==> config.mk <==
export PLATFORM = sky130hd
export DESIGN_NAME = fetch_stage
export DESIGN_NICKNAME = d
export VERILOG_FILES = /design/src/rtl/cpu_types_pkg.sv /design/src/rtl/fetch_perf_cnt.sv /design/src/rtl/fetch_stage.sv
export SDC_FILE = /design/constraint.sdc
export NUM_CORES = 1
export LEC_CHECK = 0
export BUFFER_PORTS_ARGS = -buffer_cell sky130_fd_sc_hd__buf_2
export CORE_ASPECT_RATIO = 0.6
export CORE_UTILIZATION = 50
export DETAILED_ROUTE_END_ITERATION = 7
export MAX_ROUTING_LAYER = met4
export PLACE_DENSITY = 0.83
export SLEW_MARGIN = 0
export SYNTH_ARGS = -nofsm -noshare
export SYNTH_HDL_FRONTEND = slang
export SYNTH_SLANG_ARGS = --single-unit
==> constraint.sdc <==
create_clock -name CLK -period 2.2 [get_ports CLK]
set_input_delay 0.22 -clock CLK [delete_from_list [all_inputs] [get_ports CLK]]
set_output_delay 0.22 -clock CLK [all_outputs]
set_load 0.01 [all_outputs]
==> src/rtl/cpu_types_pkg.sv <==
// rtl/cpu_types_pkg.sv - shared CPU types: word, fetch FSM state, IF/ID latch
package cpu_types_pkg;

    typedef logic [31:0] word_t;

    localparam int PC_INCR = 4;

    typedef enum logic [1:0] {
        BOOT   = 2'd0,
        FETCH  = 2'd1,
        HALTED = 2'd2
    } fetch_state_t;

    typedef struct packed {
        logic  valid;
        word_t instr;
        word_t pc;
        word_t npc;
    } ifid_t;

endpackage

==> src/rtl/fetch_perf_cnt.sv <==
// rtl/fetch_perf_cnt.sv - saturating fetch/miss event counters (FETCH_PERF_EN builds only)
module fetch_perf_cnt
    import cpu_types_pkg::*;
(
    input  logic  CLK,
    input  logic  nRST,
    input  logic  i_fetch_inc,
    input  logic  i_miss_inc,
    output word_t o_fetch_cnt,
    output word_t o_miss_cnt
);

    word_t r_fetch_cnt;
    word_t r_miss_cnt;

    always_ff @(posedge CLK or negedge nRST) begin
        if (!nRST) begin
            r_fetch_cnt <= '0;
            r_miss_cnt  <= '0;
        end else begin
            if (i_fetch_inc && (r_fetch_cnt != '1))
                r_fetch_cnt <= r_fetch_cnt + 32'd1;
            if (i_miss_inc && (r_miss_cnt != '1))
                r_miss_cnt <= r_miss_cnt + 32'd1;
        end
    end

    assign o_fetch_cnt = r_fetch_cnt;
    assign o_miss_cnt  = r_miss_cnt;

endmodule

==> src/rtl/fetch_stage.sv <==
// rtl/fetch_stage.sv - PC register, imem request and IF/ID latch; FETCH_PERF_EN adds counters
module fetch_stage
    import cpu_types_pkg::*;
#(
    parameter word_t PC_INIT = 32'h0000_0000,
    parameter int    PC_INCR = 4
) (
    input  logic  CLK,
    input  logic  nRST,
    input  logic  ihit,
    input  word_t imemload,
    output logic  imemREN,
    output word_t imemaddr,
    input  logic  pc_cntrl,
    input  word_t final_memaddr,
    input  logic  stall,
    input  logic  halt,
    output logic  ifid_valid,
    output word_t ifid_instr,
    output word_t ifid_pc,
    output word_t ifid_npc,
    output logic  halted
`ifdef FETCH_PERF_EN
    ,
    output word_t fetch_cnt,
    output word_t miss_cnt
`endif
);

    localparam word_t INCR_W = word_t'(PC_INCR);

    fetch_state_t r_state;
    word_t        r_pc;
    ifid_t        r_ifid;
    word_t        w_pc_seq;
    logic         w_fetching;

    assign w_pc_seq   = r_pc + INCR_W;
    assign w_fetching = (r_state == FETCH);

    always_ff @(posedge CLK or negedge nRST) begin
        if (!nRST) begin
            r_state <= BOOT;
            r_pc    <= PC_INIT;
            r_ifid  <= '0;
        end else begin
            case (r_state)
                BOOT: r_state <= FETCH;
                FETCH: begin
                    if (halt) begin
                        r_state      <= HALTED;
                        r_ifid.valid <= 1'b0;
                    end else if (pc_cntrl) begin
                        // Redirect squashes whatever returned this cycle, stall or not.
                        r_pc         <= {final_memaddr[31:2], 2'b00};
                        r_ifid.valid <= 1'b0;
                    end else if (stall) begin
                        r_pc   <= r_pc;
                        r_ifid <= r_ifid;
                    end else if (ihit) begin
                        r_pc         <= w_pc_seq;
                        r_ifid.valid <= 1'b1;
                        r_ifid.instr <= imemload;
                        r_ifid.pc    <= r_pc;
                        r_ifid.npc   <= w_pc_seq;
                    end else begin
                        r_ifid.valid <= 1'b0;
                    end
                end
                HALTED: r_ifid.valid <= 1'b0;
                default: r_state <= BOOT;
            endcase
        end
    end

    assign imemREN    = w_fetching;
    assign imemaddr   = r_pc;
    assign ifid_valid = r_ifid.valid;
    assign ifid_instr = r_ifid.instr;
    assign ifid_pc    = r_ifid.pc;
    assign ifid_npc   = r_ifid.npc;
    assign halted     = (r_state == HALTED);

`ifdef FETCH_PERF_EN
    logic w_fetch_inc;
    logic w_miss_inc;

    assign w_fetch_inc = w_fetching && !halt && !pc_cntrl && !stall && ihit;
    assign w_miss_inc  = w_fetching && !halt && !pc_cntrl && !ihit;

    fetch_perf_cnt u_perf (
        .CLK         (CLK),
        .nRST        (nRST),
        .i_fetch_inc (w_fetch_inc),
        .i_miss_inc  (w_miss_inc),
        .o_fetch_cnt (fetch_cnt),
        .o_miss_cnt  (miss_cnt)
    );
`endif

endmodule

==> results by group, run 1 <==
Finish
  • Layout area overhead: 37.88%
  • Design Area, Final: 0.007998 sq mm
  • Most common cell after layout, fill and taps aside: nand2_1
  • Most frequent cells in the layout: nand2_1 (241), buf_2 (191), dfrtp_1 (125)
  • Fill count: 869
  • Final nets: 959
  • Fin cells: ~1,100
  • Layout cell share with drive strength beyond 1: between 20% and 30%

Synth
  • Ys Warns: 0
  • Yosys top cell area share: between 50% and 60%
  • Post-synthesis cell count: 663
  • Synth top area cells: dfrtp_1 (54%), nand2_1 (16%), o21ai_0 (5.3%)
  • Async SR Flop Fraction: between 90% and 100%
  • Mean Syn Cell Area: roughly 8.7 sq um
  • Synth Flop Type: dfrtp_1
  • Mapped cell area: roughly 0.0058 sq mm
  • Post-synthesis register bit count: 125
  • Number of synthesized flops with an enable pin: 0
  • Synth cell types: 44
  • Cell taking the most area after synthesis: dfrtp_1
  • Post-synthesis sequential area ratio: 53.93%

Setup path
  • Worst setup EP type: flip-flop
  • Crit path buf inv count: 3
  • CP Class: reg2reg
  • CP arrival: 2250 ps
  • Setup crit start: r_state[1]
  • Critical path's slowest cell: dfrtp_1
  • Cell-by-cell trace of the critical path: inv_1, ha_1, nor2b_1, buf_4, o21ai_2, buf_4, o21ai_0, o21ai_0
  • Critical path's largest stage delay: about 390 ps
  • CP startpoint kind: flip-flop
  • Critical path required time: around 2500 ps
  • Worst r2r src: r_state[1]
  • Kind of cell adding the most delay to the critical path: buffers and inverters
  • Crit Path Max Fanout: 19

STA
  • Worst-Margin Slew: around 660 ps
  • Final setup fails: 0
  • Post-route minimum period: 1978 ps
  • WHS: between 9 and 10 ps
  • Final Hold Fails: 0
  • Fin crit share: between 80% and 90%
  • Unrepaired setup endpoints after global routing: false
  • F_max: 0.5055 GHz
  • Final setup TNS: 0 ps
  • Clock skew: roughly 9 ps
  • Final Max Slew Viols: 0
  • Max_slew headroom: between 50% and 60%

GRT
  • GRT Resource Usage Total: slightly below 30%
  • Vias in the first global route: between 5,000 and 6,000
  • Met2 global-route usage: ~44%
  • Antenna violations before repair: 1
  • Met1 GRT Util: 39.79%
  • Met3 usage: 7.280%
  • Largest net degree at the start of global routing: slightly above 60
  • GRT Max-Usage Layer: met2
  • Global-route wire length before repair: between 20 and 30 mm
  • Total global routing overflow: 0

Hold path
  • Hold crit path type: in2reg
  • Hold_sp: imemload[14]

Routing
  • Final wirelength: 16.70 mm
  • DR DRC count: 0
  • Vias: 5,579
  • TritonRoute pass-1 iters: 5
  • Wire per inst: between 15 and 20 microns
  • Iteration-0 DRC Markers: ~330
  • DRT antenna net count: 0
  • Vias per cell: approximately 5.3

Place
  • Dpl cell area: a little over 0.007 sq mm
  • Placed cells: about 1,000
  • Port Buf Inserts: around 190
  • Final Wtd Congestion: about 0.80
  • Detail Placement HPWL: 10.97 mm

Clock network
  • Setup bufs post-CTS: 0
  • Cts hold-fix bufs: 26
  • Clock Sinks: about 130
  • CTS buffer count: 17
  • Clk root buf: clkbuf_16
  • CTS tree: yes
  • Post-CTS sizing: 0
  • H-tree depth: 4
  • Clk_lat worst skew: roughly 420 ps
  • Clock buffer depth: 2
  • Clock-pin slew on the worst setup and hold paths: 60 ps

Pwr
  • Switching Power: approximately 0.0039 W
  • Leak: 4.139 nW
  • P_int: 0.006926 W
  • IR drop worst, VDD: roughly 0.0007 V
  • Pwr dens: between 1000 and 1500 mW/mm^2
  • Flop pwr share: between 30% and 40%
  • Clk pwr share: 29.2%
  • Sw Share: a little over a third
  • Comb pwr share: roughly 33%

Outcome
  • Status: complete, no violations

Die
  • Rows: 30
  • Initial Util: between 50 and 60%
  • CORE AREA: roughly 0.011 sq mm
  • Die Area: between 0.01 and 0.015 sq mm
  • # IOs: around 200
  • Die Ht: 85.43 microns
  • Die W: ~140 microns

Flow run
  • Max-cap violations: 0
[synth_stat cells, types with 5 or more instances]
library cell and instances:
nand2_1 241, dfrtp_1 125, o21ai_0 62, clkbuf_1 43, nand3_1 30, nor2_1 18, xor2_1 15, a22oi_1 14
xnor2_1 12, or3_1 9, a21oi_1 8, a31oi_1 7, and3_1 6, buf_4 6, inv_1 6, nand4_1 6
ha_1 5, nor3_1 5
[flip-flops by register name (all words and copies together), names as in the netlist]
signal / cells
ifid_instr: 32
imemaddr: 30
ifid_valid: 1
ifid_npc: 30
r_state: 2
ifid_pc: 30
[area by class of cell]
| type | count | area (sq um) | share of cell area (%) |
|---|---|---|---|
| clock inverter | 12 | 209.0 | 2.613 |
| inverter | 6 | 22.52 | 0.2816 |
| antenna | 1 | 2.502 | 0.03129 |
| tap | 160 | 200.2 | 2.503 |
| multi-input combinational | 482 | 2452 | 30.66 |
| clock buffer | 20 | 466.7 | 5.835 |
| sequential | 125 | 3128 | 39.11 |
| timing repair buffer | 252 | 1516 | 18.96 |
[per-layer routing]
metal  wire length, microns  up-vias  part of all wire, %
met5                      0        -                    0
met4                    239        0                  1.4
met3                   1201       26                  7.2
met2                   7581      243                   45
met1                   7680     2679                   46
li1                       -     2631                    -
[stage by stage]
step,power (W),util (%),setup slack (ps)
2_1_floorplan,0.005897,-,146.3
3_3_place_gp,0.007468,62.48,332.8
3_5_place_dp,0.007603,62.48,272.8
4_1_cts,0.01086,70.76,223.3
5_1_grt,0.01151,70.79,81.38
6_report,0.01086,70.79,221.8
[final timing paths]
path | endpoint | slack [ps] | depth (start not counted)
min | ifid_instr[14] | 9 | 3
max | imemaddr[6] | 220 | 8
min in group asynchronous | ifid_pc[17] | 270 | 2
min reg2reg | ifid_pc[15] | 470 | 2
max reg2reg | imemaddr[6] | 220 | 8
max in group asynchronous | ifid_pc[25] | 1240 | 3
[power groups by stage]
stage | logic (W) | clock network, W | registers, W
6_report | 0.00363 | 0.00317 | 0.00406
5_1_grt | 0.00401 | 0.00332 | 0.00419
4_1_cts | 0.00362 | 0.00319 | 0.00404
3_5_place_dp | 0.00356 | 0 | 0.00405
3_3_place_gp | 0.00346 | 0 | 0.00401
2_1_floorplan | 0.00150 | 0 | 0.00439
[cells by family (layout without fill, tap and decap cells)]
group,after synthesis,after routing,synth area share (%)
fa+ha+maj,5,5,1.079
simple gates,335,335,25.30
mux,1,1,0.1726
other cells,1,7,0.06465
xor+xnor,27,27,4.077
flops,125,125,53.93
buf+inv,61,290,4.422
compound gates,108,108,10.96
[worst register-to-register path, stage by stage, from the launching register on]
cell	delay (ps)
dfrtp_1	390
inv_1	120
ha_1	160
nor2b_1	120
buf_4	180
o21ai_2	210
buf_4	290
o21ai_0	220
o21ai_0	140
Note: power is estimated with default switching activity, not from simulation.
==> run 2, diff against run 1 <==
CTS_CLUSTER_SIZE = 28   (was unset)
HOLD_SLACK_MARGIN = 0.15   (was unset)
==> results by group, run 2 (synthesized netlist as in run 1, its figures left out) <==
Outcome
  • Status: complete, no violations

Setup path
  • Cell-by-cell trace of the critical path: inv_1, ha_1, nor2b_1, buf_4, o21ai_2, buf_4, o21ai_0, o21ai_0
  • CP arrival: 2290 ps (+40 ps)
  • Kind of cell adding the most delay to the critical path: buffers and inverters
  • Critical path's largest stage delay: 390 ps (about the same)
  • CP startpoint kind: flip-flop
  • Critical path's slowest cell: dfrtp_1
  • Critical path required time: 2470 ps (about the same)
  • CP Class: reg2reg
  • Crit path buf inv count: 3 (unchanged)
  • Crit Path Max Fanout: 19 (unchanged)
  • Worst setup EP type: flip-flop

Clock network
  • Clock-pin slew on the worst setup and hold paths: 60 ps (about the same)
  • Setup bufs post-CTS: 0 (unchanged)
  • CTS tree: yes
  • Clock Sinks: 125 (unchanged)
  • CTS buffer count: 17 (unchanged)
  • Clk root buf: clkbuf_16
  • Clock buffer depth: 2 (unchanged)
  • Clk_lat worst skew: 410 ps (about the same)
  • H-tree depth: 4 (unchanged)

Finish
  • Most common cell after layout, fill and taps aside: nand2_1
  • Fin cells: 1,090 (+3.0%)
  • Most frequent cells in the layout: nand2_1 (241), buf_2 (191), dfrtp_1 (125)
  • Antenna diode count: 0 (-1)
  • Layout cell share with drive strength beyond 1: 28.60% (-1.1 points)
  • Final nets: 992 (+3.4%)
  • Layout area overhead: 43.53%
  • Max reg flops: 32 (unchanged)

Flow run
  • Max-cap violations: 0 (unchanged)

Hold path
  • Hold crit path type: in2reg

Pwr
  • Pwr dens: 1316 mW/mm^2 (-3.1%)
  • Leak: 4.276 nW (+3.3%)
  • IR drop worst, VDD: 0.0007120 V (+0.24%)

STA
  • Final Hold Fails: 0 (unchanged)
  • Final setup TNS: 0 ps (unchanged)
  • Clock skew: 11.22 ps (+1.946 ps)
  • Final setup fails: 0 (unchanged)
  • Fin crit share: 91.85% (+1.9 points)
  • Unrepaired setup endpoints after global routing: false
  • Max_slew headroom: 55.32% (-0.92 points)
  • Final Max Slew Viols: 0 (unchanged)
  • F_max: 0.4949 GHz (-2.1%)
  • Post-route minimum period: 2021 ps (+42.47 ps)
  • Worst-Margin Slew: 670.2 ps (+13.80 ps)

Place
  • Placed cells: 999 (unchanged)
  • Detail Placement HPWL: 10.97 mm (unchanged)
  • Port Buf Inserts: 192 (unchanged)
  • Final Wtd Congestion: 0.7954 (unchanged)

Routing
  • DRT antenna net count: 0 (unchanged)
  • Vias: 5,771 (+3.4%)
  • TritonRoute pass-1 iters: 5 (unchanged)
  • Final wirelength: 17.40 mm (+4.1%)
  • DR DRC count: 0 (unchanged)
  • Wire per inst: 15.96 microns (+1.1%)
  • Iteration-0 DRC Markers: 366 (+12%)
  • Vias per cell: 5.294 (+0.40%)

Die
  • Die Area: 0.01205 sq mm (unchanged)
  • # IOs: 201 (unchanged)
  • Initial Util: 51.34% (unchanged)
  • Die W: 141.1 microns (unchanged)
  • Rows: 30 (unchanged)
  • CORE AREA: 0.01130 sq mm (unchanged)
  • Die Ht: 85.43 microns (unchanged)

GRT
  • Vias in the first global route: 5,543 (+5.1%)
  • Global-route wire length before repair: 27.54 mm (+4.3%)
  • Antenna violations before repair: 0 (-1)
  • GRT Resource Usage Total: 30.88% (+1.2 points)
  • Largest net degree at the start of global routing: 62 (unchanged)
  • Total global routing overflow: 0 (unchanged)
-- run 2: cell count changes in the layout (fill, tap and decap cells not counted), sizes merged --
cell         before  now
diode             1    0
dlygate4sd3      26   59
-- run 2: report_power, final --
group | total [W] | internal (W) | switching, W
Clock | 0.00318 | 0.00211 | 0.00107
Combinational | 0.00372 | 0.00159 | 0.00213
Sequential | 0.00406 | 0.00327 | 0.000795
-- run 2: final timing paths --
kind / slack (ps) / cells after the start / to / startpoint
worst max-delay path: 180 / 8 / imemaddr[6] / r_state[1]
worst min-delay path: 170 / 3 / imemaddr[15] / final_memaddr[15]
worst max register to register: 180 / 8 / imemaddr[6] / r_state[1]
worst min register to register: 470 / 2 / ifid_pc[15] / ifid_pc[15]
max in group asynchronous: 1240 / 3 / imemaddr[23] / nRST
min in group asynchronous: 280 / 2 / ifid_pc[17] / nRST
-- run 2: timing repair --
action	4_1_cts	5_1_grt
resized for setup	0	0
endpoints found under the hold margin	135	1
setup endpoints to repair	0	0
hold buffers	58	1
-- run 2: cell type report --
cell class | instances | area (sq um)
Sequential cell | 125 | 3128
Fill cell | 823 | 2973
Multi-Input combinational cell | 482 | 2452
Timing Repair Buffer | 285 | 1847
Clock buffer | 20 | 466.7
Clock inverter | 12 | 209.0
Tap cell | 160 | 200.2
Inverter | 6 | 22.52
-- run 2: metal layers --
metal / track usage [%] / vias up / wire (microns)
li1: - / 2698 / -
met1: 40.24 / 2778 / 7818
met2: 46.95 / 266 / 8104
met3: 7.054 / 29 / 1190
met4: 12.55 / 0 / 280
met5: - / - / 0
-- run 2: worst reg2reg max path: cells and delay by family (launching register included) --
family,cells,cell delay [ps]
AOI/OAI and AO/OA,3,610
adders and majority gates,1,160
buffers and inverters,3,600
DFF,1,390
and+or+nand+nor,1,120
-- run 2: through the flow --
step / total power (W) / setup WS, ps / util [%] / hold WS, ps / instance area (sq um)
after detailed placement: 0.007603 / 272.8 / 62.48 / 169.4 / 7059
final: 0.01096 / 179.3 / 73.69 / 168.4 / 8325
after global routing: 0.01159 / 68.49 / 73.69 / 175.1 / 8325
after floorplan: 0.005897 / 146.3 / - / -75.59 / 5819
after CTS: 0.01090 / 223.3 / 73.60 / 152.6 / 8315
after global placement: 0.007468 / 332.8 / 62.48 / 163.6 / 7059
